--- src/rtl/rtc_week_calendar.sv ---
// Free-running time base: prescaled seconds/minutes/hours/day/week counters
// with validated runtime load, alarm capture/fire, carry pulses and 12/24-hour display.
module rtc_week_calendar #(
    parameter int CLK_DIV       = 1,
    parameter int DAYS_PER_WEEK = 7,
    parameter int WEEK_W        = 8
) (
    input  logic              clk,
    input  logic              rst,
    input  logic              run,
    input  logic              load,
    input  logic [5:0]        ld_s,
    input  logic [5:0]        ld_m,
    input  logic [4:0]        ld_h,
    input  logic [2:0]        ld_d,
    input  logic [WEEK_W-1:0] ld_w,
    input  logic              mode12,
    input  logic              al_set,
    input  logic [4:0]        al_h,
    input  logic [5:0]        al_m,
    input  logic              al_en,
    output logic [5:0]        s,
    output logic [5:0]        m,
    output logic [4:0]        h,
    output logic [4:0]        h_disp,
    output logic              pm,
    output logic [2:0]        d,
    output logic [WEEK_W-1:0] w,
    output logic              sec_tick,
    output logic              week_wrap,
    output logic              alarm,
    output logic              load_err
);

    localparam int                PS_W   = (CLK_DIV > 1) ? $clog2(CLK_DIV) : 1;
    localparam logic [PS_W-1:0]   PS_MAX = PS_W'(CLK_DIV - 1);
    localparam logic [3:0]        DPW    = 4'(DAYS_PER_WEEK);
    localparam logic [WEEK_W-1:0] W_MAX  = {WEEK_W{1'b1}};

    function automatic logic hm_ok(input logic [4:0] hr, input logic [5:0] mn);
        return (hr < 5'd24) && (mn < 6'd60);
    endfunction

    logic [PS_W-1:0]   ps_r, ps_nx;
    logic [5:0]        s_r, s_nx, m_r, m_nx;
    logic [4:0]        h_r, h_nx;
    logic [2:0]        d_r, d_nx;
    logic [WEEK_W-1:0] w_r, w_nx;
    logic [4:0]        al_h_r, al_h_nx;
    logic [5:0]        al_m_r, al_m_nx;
    logic              al_valid_r, al_valid_nx;
    logic              sec_tick_r, sec_tick_nx;
    logic              week_wrap_r, week_wrap_nx;
    logic              alarm_r, alarm_nx;
    logic              load_err_r, load_err_nx;

    logic tick_s, ld_ok_s, ld_acc_s, al_ok_s;
    logic c_m_s, c_h_s, c_d_s, c_w_s, c_x_s;

    assign tick_s   = run && (ps_r == PS_MAX);
    assign ld_ok_s  = hm_ok(ld_h, ld_m) && (ld_s < 6'd60) && ({1'b0, ld_d} < DPW);
    assign ld_acc_s = load && ld_ok_s;
    assign al_ok_s  = hm_ok(al_h, al_m);

    // Carry chain: each stage advances only when every lower field is at its maximum.
    assign c_m_s = (s_r == 6'd59);
    assign c_h_s = c_m_s && (m_r == 6'd59);
    assign c_d_s = c_h_s && (h_r == 5'd23);
    assign c_w_s = c_d_s && ({1'b0, d_r} == (DPW - 4'd1));
    assign c_x_s = c_w_s && (w_r == W_MAX);

    // Next-state: load beats tick; pulses are computed so they line up with the new time.
    always_comb begin
        ps_nx        = ps_r;
        s_nx         = s_r;
        m_nx         = m_r;
        h_nx         = h_r;
        d_nx         = d_r;
        w_nx         = w_r;
        sec_tick_nx  = 1'b0;
        week_wrap_nx = 1'b0;
        alarm_nx     = 1'b0;
        if (ld_acc_s) begin
            ps_nx = '0;
            s_nx  = ld_s;
            m_nx  = ld_m;
            h_nx  = ld_h;
            d_nx  = ld_d;
            w_nx  = ld_w;
        end else if (tick_s) begin
            ps_nx        = '0;
            s_nx         = c_m_s ? 6'd0 : s_r + 6'd1;
            m_nx         = c_h_s ? 6'd0 : (c_m_s ? m_r + 6'd1 : m_r);
            h_nx         = c_d_s ? 5'd0 : (c_h_s ? h_r + 5'd1 : h_r);
            d_nx         = c_w_s ? 3'd0 : (c_d_s ? d_r + 3'd1 : d_r);
            w_nx         = c_x_s ? '0 : (c_w_s ? w_r + 1'b1 : w_r);
            sec_tick_nx  = 1'b1;
            week_wrap_nx = c_x_s;
            alarm_nx     = al_en && al_valid_r && c_m_s
                           && (m_nx == al_m_r) && (h_nx == al_h_r);
        end else if (run) begin
            ps_nx = ps_r + 1'b1;
        end else begin
            ps_nx = ps_r;
        end
    end

    // Alarm capture and rejected-request flag.
    always_comb begin
        al_h_nx     = al_h_r;
        al_m_nx     = al_m_r;
        al_valid_nx = al_valid_r;
        if (al_set && al_ok_s) begin
            al_h_nx     = al_h;
            al_m_nx     = al_m;
            al_valid_nx = 1'b1;
        end else begin
            al_valid_nx = al_valid_r;
        end
        load_err_nx = (load && !ld_ok_s) || (al_set && !al_ok_s);
    end

    // State and registered pulse outputs.
    always_ff @(posedge clk or negedge rst) begin
        if (!rst) begin
            ps_r        <= '0;
            s_r         <= 6'd0;
            m_r         <= 6'd0;
            h_r         <= 5'd0;
            d_r         <= 3'd0;
            w_r         <= '0;
            al_h_r      <= 5'd0;
            al_m_r      <= 6'd0;
            al_valid_r  <= 1'b0;
            sec_tick_r  <= 1'b0;
            week_wrap_r <= 1'b0;
            alarm_r     <= 1'b0;
            load_err_r  <= 1'b0;
        end else begin
            ps_r        <= ps_nx;
            s_r         <= s_nx;
            m_r         <= m_nx;
            h_r         <= h_nx;
            d_r         <= d_nx;
            w_r         <= w_nx;
            al_h_r      <= al_h_nx;
            al_m_r      <= al_m_nx;
            al_valid_r  <= al_valid_nx;
            sec_tick_r  <= sec_tick_nx;
            week_wrap_r <= week_wrap_nx;
            alarm_r     <= alarm_nx;
            load_err_r  <= load_err_nx;
        end
    end

    // 12-hour display mapping: midnight and noon show as 12.
    always_comb begin
        h_disp = h_r;
        pm     = 1'b0;
        if (!mode12) begin
            h_disp = h_r;
            pm     = 1'b0;
        end else if (h_r == 5'd0) begin
            h_disp = 5'd12;
            pm     = 1'b0;
        end else if (h_r < 5'd12) begin
            h_disp = h_r;
            pm     = 1'b0;
        end else if (h_r == 5'd12) begin
            h_disp = 5'd12;
            pm     = 1'b1;
        end else begin
            h_disp = h_r - 5'd12;
            pm     = 1'b1;
        end
    end

    assign s         = s_r;
    assign m         = m_r;
    assign h         = h_r;
    assign d         = d_r;
    assign w         = w_r;
    assign sec_tick  = sec_tick_r;
    assign week_wrap = week_wrap_r;
    assign alarm     = alarm_r;
    assign load_err  = load_err_r;

endmodule

--- config.mk ---
export PLATFORM = sky130hd
export DESIGN_NAME = rtc_week_calendar
export DESIGN_NICKNAME = d
export VERILOG_FILES = /design/src/rtl/rtc_week_calendar.sv
export SDC_FILE = /design/constraint.sdc
export NUM_CORES = 1
export LEC_CHECK = 0
export CAP_MARGIN = 20
export CORE_ASPECT_RATIO = 1.1
export CORE_MARGIN = 3
export CORE_UTILIZATION = 50
export DETAILED_ROUTE_END_ITERATION = 12
export PLACE_DENSITY = 0.81
export SLEW_MARGIN = 20
export SYNTH_ARGS = -nofsm -noshare
export SYNTH_HDL_FRONTEND = slang
export SYNTH_SLANG_ARGS = --single-unit
--- constraint.sdc ---
create_clock -name clk -period 5.9 [get_ports clk]
set_input_delay 0.59 -clock clk [delete_from_list [all_inputs] [get_ports clk]]
set_output_delay 0.59 -clock clk [all_outputs]
set_load 0.01 [all_outputs]
# After elaboration in Yosys (flattened, before gate mapping)
# Index checks and enable logic that the tools add are counted.
# word_totals
ff_bits	45
input_bits	46
# classes
n_addsub	7
magnitude_cmp	7
eq_ne	8
n_mux	35
bitwise	1
n_reduce_logical	27
# op_table
operator	n
two-way mux 6 bit	7
two-way mux 5 bit	8
two-way mux 8 bit	4
< comparator 6 bit, second input constant	3
logical AND 1 bit	17
adder 6 x 1 -> 6 bit, second input constant	2
== test 6 bit, second input constant	2
two-way mux 1 bit	12
two-way mux 3 bit	4
< comparator 5 bit, second input constant	2
nonzero test 3 bit	3
adder 8 x 1 -> 8 bit, second input constant	1
== test 8 bit, second input constant	1
== test 6 bit	1
adder 5 x 1 -> 5 bit, second input constant	1
== test 5 x 4 -> 1 bit, second input constant	1
== test 5 bit	1
== test 5 bit, second input constant	1
logical NOT 5 bit	1
< comparator 5 x 4 -> 1 bit, second input constant	1
subtractor 5 x 4 -> 5 bit, second input constant	1
AND reduction 2 bit	2
adder 3 x 1 -> 3 bit, second input constant	1
== test 3 bit, second input constant	1
other kinds (6)	7

# Depth between registers and ports, before layout
# depth
word_depth	8
depth_mapped	9
ltp_nobuf	8

# Least setup slack after synthesis
# Ideal clock, no wire load.
# synth_timing
path_type	flip-flop to output port
startpoint	reg h_r[2] (netlist: h[2])
endpoint	out h_disp[4]
t_arrival_ns	1.672
t_required_ns	5.310
path_slack_ns	3.638
stages_incl_launch_ff	7
n_path_buf	1
path_cell_list	dfrtp_1 -> clkbuf_1 -> inv_1 -> ha_1 -> a211oi_1 -> o21ai_0 -> o31ai_1
# synth_via
elab_chain_cells	5
elab_cells_between_ends	8
cone_classes	add/sub (1); order compare (1); eq/ne (1); mux (4); reduce/logical (1)
# synth_lines
item	line	text
start: declaration	46	logic [4:0] h_r, h_nx;
start signal: assignment	143	h_r <= h_nx;
subtractor 5 x 4 -> 5 bit or == test 5 x 4 -> 1 bit (tied branches)	173, 169	
two-way mux 5 bit	169	end else if (h_r == 5'd12) begin
two-way mux 5 bit	166	end else if (h_r < 5'd12) begin
two-way mux 5 bit (*)	163	end else if (h_r == 5'd0) begin
two-way mux 5 bit (*)	160	if (!mode12) begin
end: declaration	25	output logic [4:0] h_disp,
# Every way passes the cells marked *; elsewhere a longest branch is shown, timed or not.

# Final worst setup path
# layout_timing
startpoint	reg h_r[2] (netlist: h[2])
endpoint	out h_disp[2]
# layout_via
elab_chain_cells	5
elab_cells_between_ends	8
cone_classes	add/sub (1); order compare (1); eq/ne (1); mux (4); reduce/logical (1)
# layout_lines
item	line
subtractor 5 x 4 -> 5 bit or == test 5 x 4 -> 1 bit (tied branches)	173, 169
two-way mux 5 bit	169
two-way mux 5 bit	166
two-way mux 5 bit	163
two-way mux 5 bit (*)	160
# Marks and branches as above.

==> out/summary.json <==
{
  "status": {"value": "finished clean"},
  "async_flop_share": {"value": 1.00},
  "compound_gate_portion_of_the_synthesized_area": {"value": 0.191},
  "drt_iter0_markers": {"value": 110},
  "end_kind": {"value": "output port"},
  "cp_cell_sequence": {"value": "inv_1 > ha_1 > a211oi_1 > o21ai_0 > a21oi_1 > a21oi_1 > clkdlybuf4s50_1"},
  "firstDrtPassIters": {"value": 5},
  "proportion_of_power_drawn_by_combinational_gates": {"value": 0.384},
  "vias_per_cell": {"value": 5.91},
  "multi_input_area": {"value": 1760, "unit": "um2"},
  "cts-resized-gates": {"value": 0},
  "worst_path_largest_cell_delay": {"value": 590, "unit": "ps"},
  "n_diodes": {"value": 0},
  "syn-instance-count": {"value": 351},
  "synth.distinct_cells": {"value": 57},
  "synth_largest_type_area_fraction": {"value": 0.373},
  "grt_max_degree": {"value": 58},
  "finalSetupViolCount": {"value": 0},
  "global_route.usage.total": {"value": 0.244},
  "sequential_cell_area": {"value": 1130, "unit": "um2"},
  "design.portCount": {"value": 84},
  "peakVddDrop": {"value": 0.136, "unit": "mV"},
  "largest_family_of_logic_cells_by_synthesized_area": {"value": "simple AND/OR/NAND/NOR gates"},
  "ff2ff_setup_slack": {"value": 3210, "unit": "ps"},
  "slowest_stage": {"value": "sky130_fd_sc_hd__dfrtp_1"},
  "rr_startpoint": {"value": "m[0]$_DFFE_PN0P_"},
  "internal_power": {"value": 0.668, "unit": "mW"},
  "rsz0062_at_grt": {"value": "false"},
  "postPlaceCellArea": {"value": 3860, "unit": "um2"},
  "core-area": {"value": 5810, "unit": "um2"},
  "drt-total-wl": {"value": 8.11, "unit": "mm"},
  "drv.max_cap_violation_count": {"value": 0},
  "route.layer.met1.wl": {"value": 3.40, "unit": "mm"},
  "timing.setup.tns": {"value": 0, "unit": "ps"},
  "detail-route-antenna-nets": {"value": 0},
  "floorplan.die_area": {"value": 7000, "unit": "um2"},
  "tightest_slew": {"value": 618, "unit": "ps"},
  "synth-seq-cells": {"value": 45},
  "criticalPathCategory": {"value": "register to output port"},
  "postCtsSetupRepairBufs": {"value": 0},
  "htreeDepth": {"value": 2},
  "clock_buffer_count_from_cts": {"value": 5},
  "synthesis.area_per_instance": {"value": 8.59, "unit": "um2"},
  "p_leak": {"value": 1.59, "unit": "nW"},
  "start_kind": {"value": "register"},
  "regToRegEndpoint": {"value": "w[5]$_DFFE_PN0P_"},
  "drive_above_1_share": {"value": 0.0780},
  "adder_and_majority_cell_fraction_of_the_synthesized_area": {"value": 0.0415},
  "yosysWarnings": {"value": 0},
  "drt_drc_violations_left": {"value": 0},
  "routed-wl-met2": {"value": 3.95, "unit": "mm"},
  "synth-edff-count": {"value": 0},
  "clock_power_share": {"value": 0.197},
  "crit_start": {"value": "h[2]$_DFFE_PN0P_"},
  "post-dp-hpwl": {"value": 6.07, "unit": "mm"},
  "postSynthNetCount": {"value": 407},
  "vias": {"value": 2954},
  "finalInstanceArea": {"value": 3970, "unit": "um2"},
  "worstHoldPathType": {"value": "primary input to asynchronous set/reset pin"},
  "max_slew_margin": {"value": 0.585},
  "die_width": {"value": 80.0, "unit": "um"},
  "cts-hold-fix-buffers": {"value": 0},
  "port_buffer_count": {"value": 83},
  "floorplan.die.height": {"value": 87.5, "unit": "um"},
  "slew_violations": {"value": 0},
  "tritoncts": {"value": "yes"},
  "clk_path_buf_depth": {"value": 2},
  "worst-path-max-fanout": {"value": 12},
  "period_minus_slack": {"value": 2990, "unit": "ps"},
  "grt_pass1_wl": {"value": 13.7, "unit": "mm"},
  "most_area_consuming_cells_after_synthesis": {"value": "sky130_fd_sc_hd__dfrtp_1 (37%), sky130_fd_sc_hd__a21oi_1 (6.0%), sky130_fd_sc_hd__nor2_1 (5.6%), sky130_fd_sc_hd__ha_1 (4.1%), sky130_fd_sc_hd__mux2_2 (4.1%)"},
  "crit_required": {"value": 5310, "unit": "ps"},
  "cts_root_buf": {"value": "sky130_fd_sc_hd__clkbuf_8"},
  "synth_simple_gate_area_frac": {"value": 0.257},
  "power.sequential.fraction": {"value": 0.419},
  "cp.arrival": {"value": 2400, "unit": "ps"},
  "switching_power": {"value": 0.386, "unit": "mW"},
  "muxShareOfSynthArea": {"value": 0.0577},
  "finalCritPeriodShare": {"value": 0.508},
  "num_rows": {"value": 29},
  "start_util": {"value": 0.519},
  "synth_flop_cell": {"value": "sky130_fd_sc_hd__dfrtp_1"},
  "max_freq": {"value": 334, "unit": "MHz"},
  "syn2layout_area_growth": {"value": 31.5, "unit": "%"},
  "globalRouteOverflowTotal": {"value": 0},
  "worst_r2r_path_depth": {"value": 7},
  "synth_area": {"value": 3020, "unit": "um2"},
  "synth_area_leader_cell": {"value": "sky130_fd_sc_hd__dfrtp_1"},
  "top_layer_used": {"value": "met4"},
  "clkSlewWorstSetupHoldPaths": {"value": 80, "unit": "ps"},
  "finalNetCount": {"value": 478},
  "antenna_found_initial": {"value": 0},
  "gp_congestion": {"value": 0.943},
  "met3_length": {"value": 573, "unit": "um"},
  "yosysSeqAreaShare": {"value": 0.373},
  "drt-wirelength-per-cell": {"value": 16.2, "unit": "um"},
  "power.density_cell_area": {"value": 266, "unit": "nW/um2"},
  "power_switching_share": {"value": 0.366},
  "netlist_top_cells_count": {"value": "sky130_fd_sc_hd__dfrtp_1 (45), sky130_fd_sc_hd__nor2_1 (45), sky130_fd_sc_hd__a21oi_1 (36)"},
  "synth_xor_xnor_area_share": {"value": 0.0378},
  "num-fill-cells": {"value": 484},
  "number_of_global_route_vias_before_repair": {"value": 2907},
  "crit_path_most_repeated_cell": {"value": "sky130_fd_sc_hd__a21oi_1"},
  "report.final.hold_viol_count": {"value": 0},
  "worst_skew_pair.late_latency": {"value": 300, "unit": "ps"},
  "clock_skew": {"value": 3.50, "unit": "ps"},
  "tritoncts_num_sinks": {"value": 45}
}
critical path, delay by kind of cell, from the launching register on:
family / cells / cell delay, ps
AO/OA/AOI/OAI: 4 / 640
flip-flops: 1 / 590
buffers and inverters: 2 / 630
adder cells (fa/ha/maj): 1 / 260
layer usage:
metal | vias up | GRT usage
met1 | 1385 | 0.320
met3 | 18 | 0.0476
met4 | 0 | 0.0814
met2 | 134 | 0.403
li1 | 1417 | -
met5 | - | 0
power by group through the flow:
| stage | Combinational (mW) | Clock, mW | Sequential (mW) |
|---|---|---|---|
| floorplan | 0.235 | 0 | 0.425 |
| global placement | 0.394 | 0 | 0.444 |
| detailed placement | 0.402 | 0 | 0.446 |
| CTS | 0.405 | 0.211 | 0.441 |
| global route | 0.445 | 0.220 | 0.452 |
| finish | 0.405 | 0.208 | 0.442 |
cell type report:
cell class / count / share of cell area
clock buffer: 7 / 0.0243
inverter: 11 / 0.0104
clock inverter: 1 / 0.00126
multi-input combinational: 275 / 0.445
timing repair buffer: 84 / 0.211
sequential: 45 / 0.284
tap: 77 / 0.0243
flip-flops by register name, summed over array words and instances (netlist names), 3 cells and up:
name,cells
w,8
al_m_r,6
m,6
s,6
al_h_r,5
h,5
d,3
placed cells by master (no fill, tap or decap), drive strengths merged, types with 2 or more instances in the layout:
master / netlist / routed
xor2: 10 / 10
nor2: 45 / 45
a31oi: 16 / 16
nor2b: 4 / 4
or3: 4 / 4
a211oi: 3 / 3
a21oi: 37 / 37
nor3: 12 / 12
a221oi: 2 / 2
or3b: 2 / 2
a32oi: 2 / 2
ha: 10 / 10
nand4: 7 / 7
o21ai: 12 / 12
mux2i: 5 / 5
and3: 5 / 5
and3b: 2 / 2
o31a: 2 / 2
and2: 4 / 4
buf: 10 / 2
nand3: 14 / 14
o211ai: 2 / 2
mux2: 11 / 11
o31ai: 3 / 3
clkdlybuf4s50: 0 / 82
o2111ai: 5 / 5
dfrtp: 45 / 45
nand3b: 5 / 5
nor4: 5 / 5
inv: 11 / 11
nand2: 28 / 28
clkbuf: 10 / 7
or2: 2 / 2
xnor2: 3 / 3
nand2b: 2 / 2
per-stage QoR:
step                std cells  power (mW)  utilization  hold slack [ps]  setup WS, ps
floorplan                 351       0.661            -              294          3640
global placement          492       0.838        0.665              449          3120
detailed placement        492       0.848        0.665              461          3010
CTS                       500        1.06        0.683              481          2900
global route              500        1.12        0.683              328          2690
finish                    500        1.05        0.683              279          2910
worst max-delay path by stage:
stage / end / depth (start not counted)
after floorplan: h_disp[4] / 6
after global placement: w[3]$_DFFE_PN0P_ / 7
after detailed placement: w[3]$_DFFE_PN0P_ / 7
after CTS: h_disp[2] / 7
after global routing: h_disp[3] / 7
final: h_disp[2] / 7
logic make-up after synthesis:
| kind of cell | after synthesis |
|---|---|
| AOI/OAI and AO/OA | 92 |
| and+or+nand+nor | 144 |
| DFF | 45 |
| buffers and inverters | 31 |
| muxes | 16 |
| xor gates and xnor gates | 13 |
| adders and majority gates | 10 |
Note: power is estimated with default switching activity, not from simulation.
